## config.mk

```make
export PLATFORM = sky130hd
export DESIGN_NAME = laser_cover_search
export DESIGN_NICKNAME = d
export VERILOG_FILES = /design/src/rtl/laser_cover_search.sv
export SDC_FILE = /design/constraint.sdc
export NUM_CORES = 1
export LEC_CHECK = 0
export ABC_CLOCK_PERIOD_IN_PS = 22400
export CAP_MARGIN = 30
export CORE_MARGIN = 1.5
export CORE_UTILIZATION = 48
export CTS_CLUSTER_SIZE = 10
export DETAILED_ROUTE_END_ITERATION = 8
export SYNTH_ARGS = -nofsm -noshare
export SYNTH_HDL_FRONTEND = slang
export SYNTH_SLANG_ARGS = --single-unit
```

## constraint.sdc

```tcl
create_clock -name CLK -period 22.4 [get_ports CLK]
set_clock_uncertainty 0.15 [all_clocks]
set_input_delay 3.36 -clock CLK [delete_from_list [all_inputs] [get_ports CLK]]
set_output_delay 3.36 -clock CLK [all_outputs]
set_load 0.02 [all_outputs]
```

## src/rtl/laser_cover_search.sv

```systemverilog
// Two-circle coverage searcher: loads N_OBJ points, then alternately sweeps one circle
// over the whole grid while the other is held, committing strict improvements.
module laser_cover_search #(
  parameter int COORD_W  = 4,
  parameter int N_OBJ    = 40,
  parameter int RADIUS   = 4,
  parameter int MAX_ITER = 15,
  parameter int CNT_W    = $clog2(N_OBJ + 1)
) (
  input  logic               CLK,
  input  logic               RST,
  input  logic               VALID,
  input  logic [COORD_W-1:0] X,
  input  logic [COORD_W-1:0] Y,
  output logic               READY,
  output logic [COORD_W-1:0] C1X,
  output logic [COORD_W-1:0] C1Y,
  output logic [COORD_W-1:0] C2X,
  output logic [COORD_W-1:0] C2Y,
  output logic [CNT_W-1:0]   COUNT,
  output logic               DONE
);

  // state   | meaning
  // S_LOAD  | accepting points, READY high
  // S_SWEEP | scanning candidate centres for the moving circle, one point per cycle
  // S_UPDATE| commit sweep best if it strictly improves COUNT
  // S_FINISH| one-cycle DONE pulse
  typedef enum logic [1:0] {S_LOAD, S_SWEEP, S_UPDATE, S_FINISH} state_t;

  localparam int KW = $clog2(N_OBJ);
  localparam int IW = $clog2(MAX_ITER + 1);
  localparam int unsigned R2 = int'(RADIUS * RADIUS);
  localparam logic [KW-1:0] K_LAST = KW'(N_OBJ - 1);
  localparam logic [IW-1:0] ITER_CAP = IW'(MAX_ITER);
  localparam logic [COORD_W-1:0] POS_MAX = '1;

  state_t             state;
  logic [COORD_W-1:0] pts_x [N_OBJ];
  logic [COORD_W-1:0] pts_y [N_OBJ];
  logic [KW-1:0]      k;
  logic [COORD_W-1:0] cand_x, cand_y;
  logic [COORD_W-1:0] best_x, best_y;
  logic [CNT_W-1:0]   acc, best_cnt, acc_next;
  logic               moving;
  logic [IW-1:0]      iter;
  logic [COORD_W-1:0] fix_x, fix_y;
  logic               cov;

  function automatic logic covers(input logic [COORD_W-1:0] ax, input logic [COORD_W-1:0] ay,
                                  input logic [COORD_W-1:0] bx, input logic [COORD_W-1:0] by);
    logic [COORD_W-1:0]   dx, dy;
    logic [2*COORD_W-1:0] sx, sy;
    logic [2*COORD_W:0]   sum;
    dx  = (ax >= bx) ? ax - bx : bx - ax;
    dy  = (ay >= by) ? ay - by : by - ay;
    sx  = {{COORD_W{1'b0}}, dx} * {{COORD_W{1'b0}}, dx};
    sy  = {{COORD_W{1'b0}}, dy} * {{COORD_W{1'b0}}, dy};
    sum = {1'b0, sx} + {1'b0, sy};
    return 32'(sum) <= R2;
  endfunction

  // moving=0 sweeps circle 1 against committed circle 2, and vice versa
  assign fix_x    = moving ? C1X : C2X;
  assign fix_y    = moving ? C1Y : C2Y;
  assign cov      = covers(cand_x, cand_y, pts_x[k], pts_y[k]) | covers(fix_x, fix_y, pts_x[k], pts_y[k]);
  assign acc_next = acc + CNT_W'(cov);

  always_ff @(posedge CLK or posedge RST) begin
    if (RST) begin
      state    <= S_LOAD;
      READY    <= 1'b1;
      DONE     <= 1'b0;
      C1X      <= '0;
      C1Y      <= '0;
      C2X      <= '0;
      C2Y      <= '0;
      COUNT    <= '0;
      k        <= '0;
      cand_x   <= '0;
      cand_y   <= '0;
      best_x   <= '0;
      best_y   <= '0;
      best_cnt <= '0;
      acc      <= '0;
      moving   <= 1'b0;
      iter     <= '0;
      for (int i = 0; i < N_OBJ; i++) begin
        pts_x[i] <= '0;
        pts_y[i] <= '0;
      end
    end else begin
      case (state)
        S_LOAD: begin
          if (VALID) begin
            pts_x[k] <= X;
            pts_y[k] <= Y;
            if (k == '0) begin
              C1X   <= '0;
              C1Y   <= '0;
              C2X   <= '0;
              C2Y   <= '0;
              COUNT <= '0;
            end
            if (k == K_LAST) begin
              state  <= S_SWEEP;
              READY  <= 1'b0;
              k      <= '0;
              moving <= 1'b0;
              iter   <= '0;
            end else begin
              k <= k + KW'(1);
            end
          end
        end
        // candidate, accumulator and index all wrap back to zero at sweep end
        S_SWEEP: begin
          if (k == K_LAST) begin
            k   <= '0;
            acc <= '0;
            if (acc_next >= best_cnt) begin
              best_cnt <= acc_next;
              best_x   <= cand_x;
              best_y   <= cand_y;
            end
            cand_x <= cand_x + COORD_W'(1);
            if (cand_x == POS_MAX) begin
              cand_y <= cand_y + COORD_W'(1);
              if (cand_y == POS_MAX) state <= S_UPDATE;
            end
          end else begin
            k   <= k + KW'(1);
            acc <= acc_next;
          end
        end
        S_UPDATE: begin
          best_cnt <= '0;
          best_x   <= '0;
          best_y   <= '0;
          if (best_cnt > COUNT) begin
            if (moving) begin
              C2X <= best_x;
              C2Y <= best_y;
            end else begin
              C1X <= best_x;
              C1Y <= best_y;
            end
            COUNT <= best_cnt;
            iter  <= iter + IW'(1);
            if (iter + IW'(1) == ITER_CAP) begin
              state <= S_FINISH;
              DONE  <= 1'b1;
            end else begin
              moving <= ~moving;
              state  <= S_SWEEP;
            end
          end else begin
            state <= S_FINISH;
            DONE  <= 1'b1;
          end
        end
        S_FINISH: begin
          DONE  <= 1'b0;
          READY <= 1'b1;
          state <= S_LOAD;
        end
        default: state <= S_LOAD;
      endcase
    end
  end

endmodule

```

; Word level (Yosys, flattened, before mapping)
; Cells that the tools add are included.
[word_totals]
regBits = 385
latch_bits = 0
mem_bits_rw = 0
romBits = 0
in_bits = 11
output_inout_bits = 24
wordCells = 237
mem_count = 0
[classes]
addsub = 15
multipliers = 4
n_div = 0
n_lt_le_gt_ge = 10
n_eq_ne = 19
shifts = 0
mux = 68
bitwise_logic = 3
n_reduce_logical = 21
[op_table]
columns = operator, n
row1 = bitwise mux 160 bit, 2
row2 = two-way mux 4 bit, 28
row3 = one-hot mux 4 bit (2 select lines), 7
row4 = binary-select mux 4 bit (select 6 bit), 2
row5 = two-way mux 6 bit, 8
row6 = one-hot mux 6 bit (2 select lines), 3
row7 = multiplier 4 x 4 -> 8 bit, 4
row8 = subtractor 4 bit, 8
row9 = demux 4 bit (select 6 bit), 1
row10 = != test 2 bit (second input constant), 11
row11 = AND reduction 5 bit, 4
row12 = adder 8 x 8 -> 9 bit, 2
row13 = less-or-equal comparator 9 x 5 -> 1 bit (second input constant), 2
row14 = >= comparator 4 bit, 4
row15 = two-way mux 2 bit, 7
row16 = adder 4 x 1 -> 4 bit (second input constant), 3
row17 = == test 4 bit (second input constant), 3
row18 = nonzero test 2 bit, 5
row19 = AND reduction 3 bit, 3
row20 = one-hot mux 2 bit (4 select lines), 1
row21 = AND reduction 2 bit, 4
row22 = AND reduction 4 bit, 2
row23 = >= comparator 7 bit (second input constant), 1
row24 = less-than comparator 7 x 1 -> 1 bit (second input constant), 1
row25 = other kinds (16), 24

; Depth between registers and ports, before layout
; Gate-level depths: netlist of run 1.
[logic_depth]
depth_word = 15
ltp_mapped = 45
depth_no_buf = 42

; Worst setup path after synthesis of run 1
; No wires, ideal clock.
[synth_timing]
kind = register to register
start = register k[0]
end = register best_cnt[1]
setup_time_ns = 0.066
arrival_time_ns = 9.280
required_time_ns = 22.184
setup_slack_ns = 12.904
path_stages_with_launch = 39
path_buffers = 3
synth_period_minus_slack_ns = 9.496
cell_sequence = dfrtp_1 buf_4 buf_2 mux2i_1 o22ai_1 a21oi_1 o22ai_1 or4_1 ha_1 nor2b_1 o21ai_0 or4b_2 a21oi_1 a21o_1 nand2b_1 fa_1 fa_1 fa_1 [... 3 more ...] inv_1 fa_1 xor2_1 o21ai_0 or4b_2 o41ai_1 ha_1 ha_1 nand3_1 xor2_1 inv_1 ha_1 a21o_1 a21oi_1 o21a_1 o31a_1 clkbuf_1 a22o_1
[synth_between]
elab_chain_len = 14
word_cells_on_any_way = 41
classes_between = add/sub (11) / mul (4) / order compare (7) / eq/ne (3) / mux (13) / bitwise (2) / reduce/logical (1)
[synth_lines]
columns = element, line_no
row1 = start: declaration, 41  ; logic [KW-1:0] k;
row2 = start signal: assignment, 112  ; k <= k + KW'(1);
row3 = start signal: assignment, 132  ; k <= k + KW'(1);
row4 = NOT 6 -> 7 bit (implied by the code), 66  ; assign cov = covers(cand_x, cand_y, pts_x[k], pts_y[k]) | covers(fix_x, fix_y, pts_x[k], pts_y[k]);
row5 = binary-select mux 4 bit (select 6 bit), 66
row6 = two-way mux 4 bit (implied by the code) (2 in series), 66
row7 = subtractor 4 bit (tied with other cells), 55  ; dx = (ax >= bx) ? ax - bx : bx - ax;
row8 = two-way mux 4 bit (on tied branches), "55, 56"
row9 = multiplier 4 x 4 -> 8 bit (on tied branches), "57, 58"
row10 = adder 8 x 8 -> 9 bit, 59  ; sum = {1'b0, sx} + {1'b0, sy};
row11 = less-or-equal comparator 9 x 5 -> 1 bit, 60  ; return 32'(sum) <= R2;
row12 = OR 1 bit, 66
row13 = adder 6 x 1 -> 6 bit, 67  ; assign acc_next = acc + CNT_W'(cov);
row14 = >= comparator 6 bit / two-way mux 6 bit (equally long branches), 121  ; if (acc_next >= best_cnt) begin
row15 = != test 2 bit (no line) / two-way mux 6 bit (equally long branches), --
row16 = AND reduction 3 bit (no line) / one-hot mux 6 bit (2 select lines) (equally long branches), --
row17 = end signal: assignment, 122  ; best_cnt <= acc_next;
row18 = end: declaration, 44  ; logic [CNT_W-1:0] acc, best_cnt, acc_next;
; Parallel ways exist; a longest one is shown, timed or not. The select of a mux whose other input is x is not followed.
; A chain may end at the register's enable or synchronous reset.

; Worst setup path after layout of run 1
[layout_timing]
start = register k[0]
end = register best_y[1]
[layout_between]
elab_chain_len = 14
word_cells_on_any_way = 38
classes_between = add/sub (11) / mul (4) / order compare (7) / eq/ne (3) / mux (10) / bitwise (2) / reduce/logical (1)
[layout_lines]
columns = element, line_no
row1 = NOT 6 -> 7 bit (implied by the code), 66
row2 = binary-select mux 4 bit (select 6 bit), 66
row3 = two-way mux 4 bit (implied by the code) (2 in series), 66
row4 = subtractor 4 bit (tied with other cells), 55
row5 = two-way mux 4 bit (on tied branches), "55, 56"
row6 = multiplier 4 x 4 -> 8 bit (on tied branches), "57, 58"
row7 = adder 8 x 8 -> 9 bit, 59
row8 = less-or-equal comparator 9 x 5 -> 1 bit, 60
row9 = OR 1 bit, 66
row10 = adder 6 x 1 -> 6 bit, 67
row11 = >= comparator 6 bit, 121
row12 = != test 2 bit (no line), --
row13 = AND reduction 3 bit (no line) (*), --
row14 = end signal: assignment, 124  ; best_y <= cand_y;
row15 = end: declaration, 43  ; logic [COORD_W-1:0] best_x, best_y;
; Mark *: on every way between the ends. The rest lies on a longest branch, timed or not. The select of a mux whose other input is x is not followed.

==> flow_metrics.env, run 1 <==
export IMPL_worst_hold_slack_ns=0.3453
export IMPL_grt_antenna_before_repair=0
export IMPL_fillers=3709
export IMPL_place_detailed_hpwl_mm=34.65
export IMPL_pre_cts_ws_ns=10.41
export IMPL_setup_worst_path_end_class="flop"
export IMPL_routed_via_count=13720
export IMPL_leftover_overflow_at_the_end_of_global_routing=0
export IMPL_drt_first_iter_violations=807
export IMPL_route_detailed_vias_per_inst=5.935
export IMPL_cpPeakStageDelay_ns=0.69
export IMPL_p_int_mw=1.300
export IMPL_outcome="finished, final reports clean"
export IMPL_synth_top_area_cell="dfrtp_1"
export IMPL_yosysWarnings=0
export IMPL_synth_commonest_cells="dfrtp_1, mux2_2, nand2_1"
export IMPL_combinationalPowerShare=0.273
export IMPL_worst_setup_path_start_kind="flop"
export IMPL_maxCapViolations=0
export IMPL_yosys_cell_count_top_type="dfrtp_1"
export IMPL_syn_area_per_cell_um2=12.28
export IMPL_io_buffers=34
export IMPL_floorplan_die_height_um=211.5
export IMPL_synth_seq_cells=385
export IMPL_drc_violation_count_after_routing=0
export IMPL_synth_fp_nets=1822
export IMPL_achievable_frequency_mhz=84.85
export IMPL_global_route_usage_total=0.2398
export IMPL_antenna_left=0
export IMPL_detailedRoute_firstPassIterationCount=5
export IMPL_switchingPower_mw=0.6502
export IMPL_die_area_um2=44720
export IMPL_setup_violations=0
export IMPL_grt_max_degree=120
export IMPL_power_frac_seq=0.387
export IMPL_worstSkewPairLatency_ns=0.57
export IMPL_initial_utilization=0.4853
export IMPL_synth_edf_count=0
export IMPL_finalWorstPathRequiredPeriod_ns=11.79
export IMPL_cts_setup_buffers=0
export IMPL_cts_max_level=2
export IMPL_cellLeakagePower_nw=11.42
export IMPL_root_buffer="clkbuf_16"
export IMPL_worst_slew_pin_transition_ns=0.9953
export IMPL_critPathMaxFanout=49
export IMPL_syn2layout_area_growth_pct=10.01
export IMPL_grt_util_met1=0.3283
export IMPL_gp_routability_congestion=0.8753
export IMPL_power_density_nw_per_um2=84.99
export IMPL_clk_pin_slew_ns=0.06
export IMPL_die_x_um=211.5
export IMPL_total_power_mw=1.950
export IMPL_power_share_clock=0.340
export IMPL_grt_pass1_wl_mm=81.94
export IMPL_report_final_hold_viol_count=0
export IMPL_min_path_type="flop to flop"
export IMPL_drt_wirelength_per_cell_um=22.61
export IMPL_max_clock_path_buffers=3
export IMPL_post_synth_instance_area_um2=20860
export IMPL_syn_inst_count=1699
export IMPL_max_slew_margin_rel=0.3193
export IMPL_met3_usage=0.03887
export IMPL_post_cts_resized=0
export IMPL_post_synth_top_area_fraction=0.4607
export IMPL_data_required_time_of_the_critical_path_ns=22.74
export IMPL_max_vdd_ir_drop_uv=49.91
export IMPL_drt_total_wl_mm=52.24
export IMPL_cts_buffers_inserted=45
export IMPL_final_setup_tns_ns=0
export IMPL_postSynth_asyncResetShare=1.000
export IMPL_synthDistinctLibCells=72
export IMPL_design_core_area_um2=42980
export IMPL_grt_util_met2=0.3880
export IMPL_layout_drive_gt1_share=0.2943
export IMPL_worst_path_max_delay_cell="buf_4"
export IMPL_power_switching_share=0.3334
export IMPL_synth_area_leaders="dfrtp_1, mux2_2, ha_1"
export IMPL_gr_max_usage_layer="met2"
export IMPL_clock_sinks=385
export IMPL_antenna_diode_count=0
export IMPL_criticalPathCategory="flop to flop"
export IMPL_timing_final_max_slew_violations=0
export IMPL_row_count=76
export IMPL_cts_tree="done"
export IMPL_layout_nets=1831
export IMPL_ios=35
export IMPL_final_min_period_over_clock_period=0.5261
export IMPL_primary_ff_master_synth="dfrtp_1"
export IMPL_synth_yosys_seq_area_share=0.4619
export IMPL_finalWorstSetupSlack_ns=10.61
export IMPL_post_cts_hold_buffer_count=0
export IMPL_rsz0062_at_grt="no"
export IMPL_grt_pass1_vias=13980
export IMPL_cp_arrival_ns=12.13
-- sequential cells by signal, indices dropped and copies added, names as in the netlist --
signal,cells
C1X,4
C1Y,4
C2X,4
C2Y,4
COUNT,6
DONE,1
READY,1
acc,6
best_cnt,6
best_x,4
best_y,4
cand_x,4
cand_y,4
iter,4
k,6
moving,1
pts_x,160
pts_y,160
state,2
-- cells by family (layout without fill, tap and decap cells) --
logic type	count (synthesis)	after routing	synth area share
compound gates	258	258	0.08571
xor+xnor	22	22	0.009237
fa+ha+maj	112	112	0.07798
buf+inv	185	212	0.03833
flops	385	385	0.4619
mux	434	434	0.2508
simple gates	303	303	0.07600
-- through the flow --
stage          utilization  cell area [µm²]  std cells
4_1_cts             0.5338            22940       2310
3_5_place_dp        0.5041            21670       2245
6_report            0.5339            22950       2311
3_3_place_gp        0.5041            21670       2245
2_1_floorplan            -            20860       1699
5_1_grt             0.5339            22950       2311
-- layout by cell type, fill, tap and decap left out, drive strengths merged, types with 15 or more instances in the layout --
cell type	synthesis	routed
buf	39	26
a22oi	17	17
mux2	350	350
clkdlybuf4s50	0	34
a21oi	50	50
inv	86	86
o21ai	45	45
ha	82	82
dfrtp	384	384
o22ai	20	20
clkbuf	59	64
o41ai	15	15
nor2b	21	21
a221oi	19	19
mux4	36	36
mux2i	48	48
nand2	130	130
a22o	26	26
fa	30	30
and3	22	22
nand3	17	17
nor2	54	54
-- power by group through the flow --
stage	Clock, mW	Sequential, mW	Combinational [mW]
after floorplan	0	0.734	0.419
after global placement	0	0.766	0.522
after detailed placement	0	0.766	0.533
after CTS	0.679	0.754	0.538
after global routing	0.705	0.757	0.600
final	0.663	0.754	0.533
-- metal layers --
metal,routed length (µm),up-vias
met5,0,-
met4,1645,0
met3,2563,97
met2,24550,338
met1,23480,7078
li1,-,6202
-- final timing paths --
path                       slack [ns]  cells after the start   endpoint      start
max                             10.61                     37  best_y[1]       k[0]
min                              0.35                      1  pts_y[78]  pts_y[78]
max reg2reg                     10.61                     37  best_y[1]       k[0]
min reg2reg                      0.35                      1  pts_y[78]  pts_y[78]
max in group asynchronous       16.60                      4       k[0]        RST
min in group asynchronous        3.21                      2   COUNT[2]        RST
-- critical path: cells and delay by family (launching register included) --
family	cells	cell delay, ns
DFF	1	0.62
muxes	2	0.93
adders and majority gates	10	3.83
xor gates and xnor gates	2	0.38
buffers and inverters	6	1.12
AOI/OAI and AO/OA	11	2.81
and+or+nand+nor	6	1.82
-- cell type report --
class	instances	area, µm²	share of cell area
clock inverter	1	16.27	0.0007088
tap	585	732.0	0.03190
clock buffer	64	1259	0.05485
sequential	385	9644	0.4203
multi-input combinational	1129	10430	0.4545
inverter	87	334.1	0.01456
timing repair buffer	60	533.0	0.02323
Power figures use the tool's default switching activity.
==> inputs of run 2 (changes only) <==
Settings changed: ABC_CLOCK_PERIOD_IN_PS 22400 to 10150, PLACE_DENSITY from default to 0.66.
Clock period 22.4 ns to 10.15 ns, I/O delays scaled along.
==> flow_metrics.env, run 2 (synthesized netlist as in run 1, its figures left out) <==
export IMPL_cts_max_level=2
export IMPL_power_density_nw_per_um2=189.6
export IMPL_highest_count_cells_in_the_layout_ignoring_fill_and_taps="dfrtp_1, mux2_2, nand2_1, buf_4, inv_1"
export IMPL_gp_routability_congestion=0.8950
export IMPL_max_vdd_ir_drop_uv=132.1
export IMPL_cellLeakagePower_nw=11.87
export IMPL_design_core_area_um2=42980
export IMPL_grt_max_degree=162
export IMPL_drt_first_iter_violations=1159
export IMPL_grt_antenna_before_repair=0
export IMPL_cpPeakStageDelay_ns=0.63
export IMPL_cts_buffers_inserted=46
export IMPL_min_path_type="flop to flop"
export IMPL_worst_slew_pin_transition_ns=0.9430
export IMPL_setup_worst_path_end_class="flop"
export IMPL_power_share_clock=0.325
export IMPL_top_regs="pts_x (160), pts_y (160)"
export IMPL_routed_via_count=14180
export IMPL_worst_path_max_delay_cell="or4b_2"
export IMPL_power_switching_share=0.3297
export IMPL_place_detailed_hpwl_mm=35.62
export IMPL_antenna_left=0
export IMPL_global_route_usage_total=0.2448
export IMPL_crit_cells=39
export IMPL_row_count=76
export IMPL_antenna_diode_count=0
export IMPL_clk_pin_slew_ns=0.06
export IMPL_setup_violations=0
export IMPL_floorplan_die_height_um=211.5
export IMPL_layout_drive_gt1_share=0.3422
export IMPL_criticalPathCategory="flop to flop"
export IMPL_detailedRoute_firstPassIterationCount=5
export IMPL_grt_pass1_wl_mm=84.31
export IMPL_final_min_period_over_clock_period=0.9591
export IMPL_gr_max_usage_layer="met2"
export IMPL_max_slew_margin_rel=0.3696
export IMPL_syn2layout_area_growth_pct=14.33
export IMPL_grt_pass1_vias=14730
export IMPL_route_detailed_vias_per_inst=5.936
export IMPL_met3_usage=0.03442
export IMPL_total_power_mw=4.523
export IMPL_leftover_overflow_at_the_end_of_global_routing=0
export IMPL_root_buffer="clkbuf_16"
export IMPL_p_int_mw=3.031
export IMPL_pre_cts_ws_ns=-0.01724
export IMPL_maxCapViolations=0
export IMPL_timing_final_max_slew_violations=0
export IMPL_worst_hold_slack_ns=0.3398
export IMPL_worstSkewPairLatency_ns=0.59
export IMPL_io_buffers=34
export IMPL_switchingPower_mw=1.491
export IMPL_clock_sinks=385
export IMPL_report_final_hold_viol_count=0
export IMPL_critPathBufInv=7
export IMPL_combinationalPowerShare=0.317
export IMPL_critPathTopFamily="adder cells"
export IMPL_die_x_um=211.5
export IMPL_die_area_um2=44720
export IMPL_drt_total_wl_mm=53.51
export IMPL_ios=35
export IMPL_power_frac_seq=0.358
export IMPL_finalWorstSetupSlack_ns=0.4150
export IMPL_commonest_non_fill_non_tap_cell_in_the_layout="dfrtp_1"
export IMPL_final_setup_tns_ns=0
export IMPL_initial_utilization=0.4853
export IMPL_path_common_cell="fa_1"
export IMPL_drt_wirelength_per_cell_um=22.41
export IMPL_grt_util_met2=0.4029
export IMPL_post_cts_hold_buffer_count=0
export IMPL_drc_violation_count_after_routing=0
export IMPL_cts_tree="done"
export IMPL_finalWorstPathRequiredPeriod_ns=9.735
export IMPL_worst_hold_path_num_cells=1
export IMPL_cp_arrival_ns=10.05
export IMPL_outcome="finished, final reports clean"
export IMPL_layout_nets=1909
export IMPL_data_required_time_of_the_critical_path_ns=10.46
export IMPL_achievable_frequency_mhz=102.7
export IMPL_critPathMaxFanout=15
export IMPL_reg2regPathDepth=39
export IMPL_grt_util_met1=0.3307
export IMPL_max_clock_path_buffers=3
export IMPL_worst_setup_path_start_kind="flop"
-- run 2: path summary, 6_finish.rpt --
kind                       startpoint        end  slack [ns]
setup / recovery                 k[0]  best_x[2]        0.41
hold / removal              pts_y[76]  pts_y[76]        0.34
setup reg to reg                 k[0]  best_x[2]        0.41
hold reg to reg             pts_y[76]  pts_y[76]        0.34
max in group asynchronous         RST  pts_y[29]        6.92
min in group asynchronous         RST   COUNT[3]        1.38
-- run 2: per-stage QoR --
step / cells / utilization / area [µm²]
5_1_grt: 2388 / 0.5549 / 23850
4_1_cts: 2373 / 0.5468 / 23500
6_report: 2388 / 0.5549 / 23850
3_5_place_dp: 2308 / 0.5169 / 22220
3_3_place_gp: 2306 / 0.5162 / 22190
2_1_floorplan: 1699 / - / 20860
-- run 2: per-layer routing --
| layer | up-vias | wire (µm) |
|---|---|---|
| met5 | - | 0 |
| met3 | 100 | 2843 |
| met2 | 402 | 25860 |
| met4 | 0 | 1604 |
| met1 | 7341 | 23200 |
| li1 | 6333 | - |
-- run 2: cell type report --
type,instances,area (µm²)
timing repair buffer,137,1275
multi-input combinational,1129,10580
sequential,385,9644
inverter,87,334.1
fill,3618,19130
clock inverter,5,50.05
tap,585,732.0
clock buffer,60,1235
-- run 2: what timing repair did --
item / CTS / global route
gates resized for setup: 1 / 43
cloned: 0 / 3
pin swaps: 0 / 8
setup buffers: 0 / 11
setup endpoints to repair: 14 / 14
-- run 2: power groups by stage --
stage / sequential (mW) / combinational [mW] / clock (mW)
floorplan: 1.62 / 0.926 / 0
global placement: 1.64 / 1.32 / 0
detailed placement: 1.64 / 1.35 / 0
CTS: 1.62 / 1.36 / 1.51
global route: 1.62 / 1.59 / 1.56
finish: 1.62 / 1.43 / 1.47
==> inputs of run 3 (changes only) <==
Settings changed: CTS_CLUSTER_DIAMETER from default to 150, CTS_CLUSTER_SIZE 10 to default.
==> flow_metrics.env, run 3 (synthesized netlist as in run 1, its figures left out) <==
export IMPL_gp_routability_congestion=0.8950
export IMPL_min_path_type="flop to flop"
export IMPL_outcome="finished, final reports clean"
export IMPL_worstSkewPairLatency_ns=0.57
export IMPL_final_min_period_over_clock_period=0.9617
export IMPL_highest_count_cells_in_the_layout_ignoring_fill_and_taps="dfrtp_1, mux2_2, nand2_1, buf_4, inv_1"
export IMPL_commonest_non_fill_non_tap_cell_in_the_layout="dfrtp_1"
export IMPL_detailedRoute_firstPassIterationCount=6
export IMPL_grt_pass1_wl_mm=83.86
export IMPL_floorplan_die_height_um=211.5
export IMPL_reg2regPathDepth=39
export IMPL_regToRegStartpoint="k[0]"
export IMPL_fillers=3602
export IMPL_power_density_nw_per_um2=192.1
export IMPL_drt_wirelength_per_cell_um=22.27
export IMPL_die_area_um2=44720
export IMPL_cts_buffers_inserted=43
export IMPL_leftover_overflow_at_the_end_of_global_routing=0
export IMPL_grt_antenna_before_repair=0
export IMPL_achievable_frequency_mhz=102.4
export IMPL_root_buffer="clkbuf_16"
export IMPL_antenna_diode_count=0
export IMPL_cpPeakStageDelay_ns=0.63
export IMPL_max_clock_path_buffers=3
export IMPL_layout_nets=1907
export IMPL_route_detailed_vias_per_inst=5.934
export IMPL_cts_max_level=2
export IMPL_data_required_time_of_the_critical_path_ns=10.46
export IMPL_setup_worst_path_end_class="flop"
export IMPL_startpoint="k[0]"
export IMPL_global_route_usage_total=0.2428
export IMPL_cp_arrival_ns=10.07
export IMPL_pre_cts_ws_ns=-0.01724
export IMPL_cts_tree="done"
export IMPL_max_vdd_ir_drop_uv=109.8
export IMPL_critPathMaxFanout=13
export IMPL_worst_setup_path_start_kind="flop"
export IMPL_die_x_um=211.5
export IMPL_top_regs="pts_x (160), pts_y (160)"
export IMPL_final_setup_tns_ns=0
export IMPL_io_buffers=34
export IMPL_row_count=76
export IMPL_initial_utilization=0.4853
export IMPL_drt_total_wl_mm=53.44
export IMPL_clk_pin_slew_ns=0.06
export IMPL_syn2layout_area_growth_pct=15.00
export IMPL_worst_slew_pin_transition_ns=0.9385
export IMPL_criticalPathCategory="flop to flop"
export IMPL_grt_util_met1=0.3288
export IMPL_design_core_area_um2=42980
export IMPL_ios=35
export IMPL_layout_drive_gt1_share=0.3482
export IMPL_clock_sinks=385
export IMPL_grt_util_met2=0.4000
export IMPL_finalWorstPathRequiredPeriod_ns=9.761
export IMPL_cellLeakagePower_nw=11.95
export IMPL_gr_max_usage_layer="met2"
export IMPL_timing_final_max_slew_violations=0
export IMPL_drc_violation_count_after_routing=0
export IMPL_grt_pass1_vias=14700
export IMPL_r2r_endpoint="best_x[2]"
export IMPL_grt_max_degree=162
export IMPL_report_final_hold_viol_count=0
export IMPL_worst_path_max_delay_cell="or4b_2"
export IMPL_maxCapViolations=0
export IMPL_max_slew_margin_rel=0.3726
export IMPL_endpoint="best_x[2]"
export IMPL_place_detailed_hpwl_mm=35.62
export IMPL_rrSetupSlack_ns=0.39
export IMPL_antenna_left=0
export IMPL_routed_via_count=14240
export IMPL_finalWorstSetupSlack_ns=0.3885
export IMPL_met3_usage=0.03783
export IMPL_drt_first_iter_violations=1139
export IMPL_setup_violations=0
-- run 3: cell types whose count changed in the layout (fill, tap and decap cells not counted), sizes merged --
cell | before | now
clkinv | 2 | 7
inv | 87 | 86
clkbuf | 62 | 67
bufinv | 0 | 1
buf | 101 | 102
clkinvlp | 3 | 4
-- run 3: layout make-up --
type,count,area [µm²],share of cell area
flip-flops and latches,385,9644,0.4020
well taps,585,732.0,0.03051
repair buffers,138,1284,0.05351
clock buffers,65,1331,0.05549
clock inverters,11,92.59,0.003860
inverters,87,334.1,0.01393
multi-input cells,1129,10570,0.4407
-- run 3: routing by layer --
layer  share of wire  wire [µm]
met2            0.48      25680
met3           0.048       2555
met4           0.028       1522
met1            0.44      23680
met5               0          0
-- run 3: repair_timing --
action                                  4_1_cts  5_1_grt
hold buffers                                  0        0
pin swaps                                     0       10
endpoints found under the setup margin       14       14
setup buffers                                 0       12
gates resized for setup                       1       42
gates cloned                                  0        3
-- run 3: worst min path at each step --
stage           endpoint      start  slack [ns]  cells after the start
4_1_cts        pts_y[76]  pts_y[76]        0.34                      1
5_1_grt         pts_x[7]   pts_x[7]        0.36                      1
3_5_place_dp   pts_y[78]  pts_y[78]        0.33                      1
2_1_floorplan     acc[0]     acc[0]        0.31                      2
6_report       pts_y[76]  pts_y[76]        0.34                      1
3_3_place_gp      acc[0]     acc[0]        0.32                      2
-- run 3: worst max-delay path: cells and delay by family, from the launching register on --
family          cells  cell delay [ns]
compound gates     14             2.04
fa+ha+maj          10             3.57
flops               1             0.52
simple gates        4             1.29
xor+xnor            2             0.35
buf+inv             7             0.92
mux                 2             0.76
-- run 3: power breakdown --
part / switching [mW] / internal [mW]
combinational: 0.818 / 0.615
clock: 0.629 / 0.929
sequential: 0.0462 / 1.57
total: 1.49 / 3.11
-- run 3: through the flow --
stage | hold slack, ns | utilization | area [µm²] | cells | power, mW
3_3_place_gp | 0.3196 | 0.5162 | 22190 | 2306 | 2.958
3_5_place_dp | 0.3288 | 0.5169 | 22220 | 2308 | 2.997
6_report | 0.3397 | 0.5581 | 23990 | 2400 | 4.608
2_1_floorplan | 0.3051 | - | 20860 | 1699 | 2.547
5_1_grt | 0.3599 | 0.5581 | 23990 | 2400 | 4.851
4_1_cts | 0.3447 | 0.5500 | 23640 | 2384 | 4.560
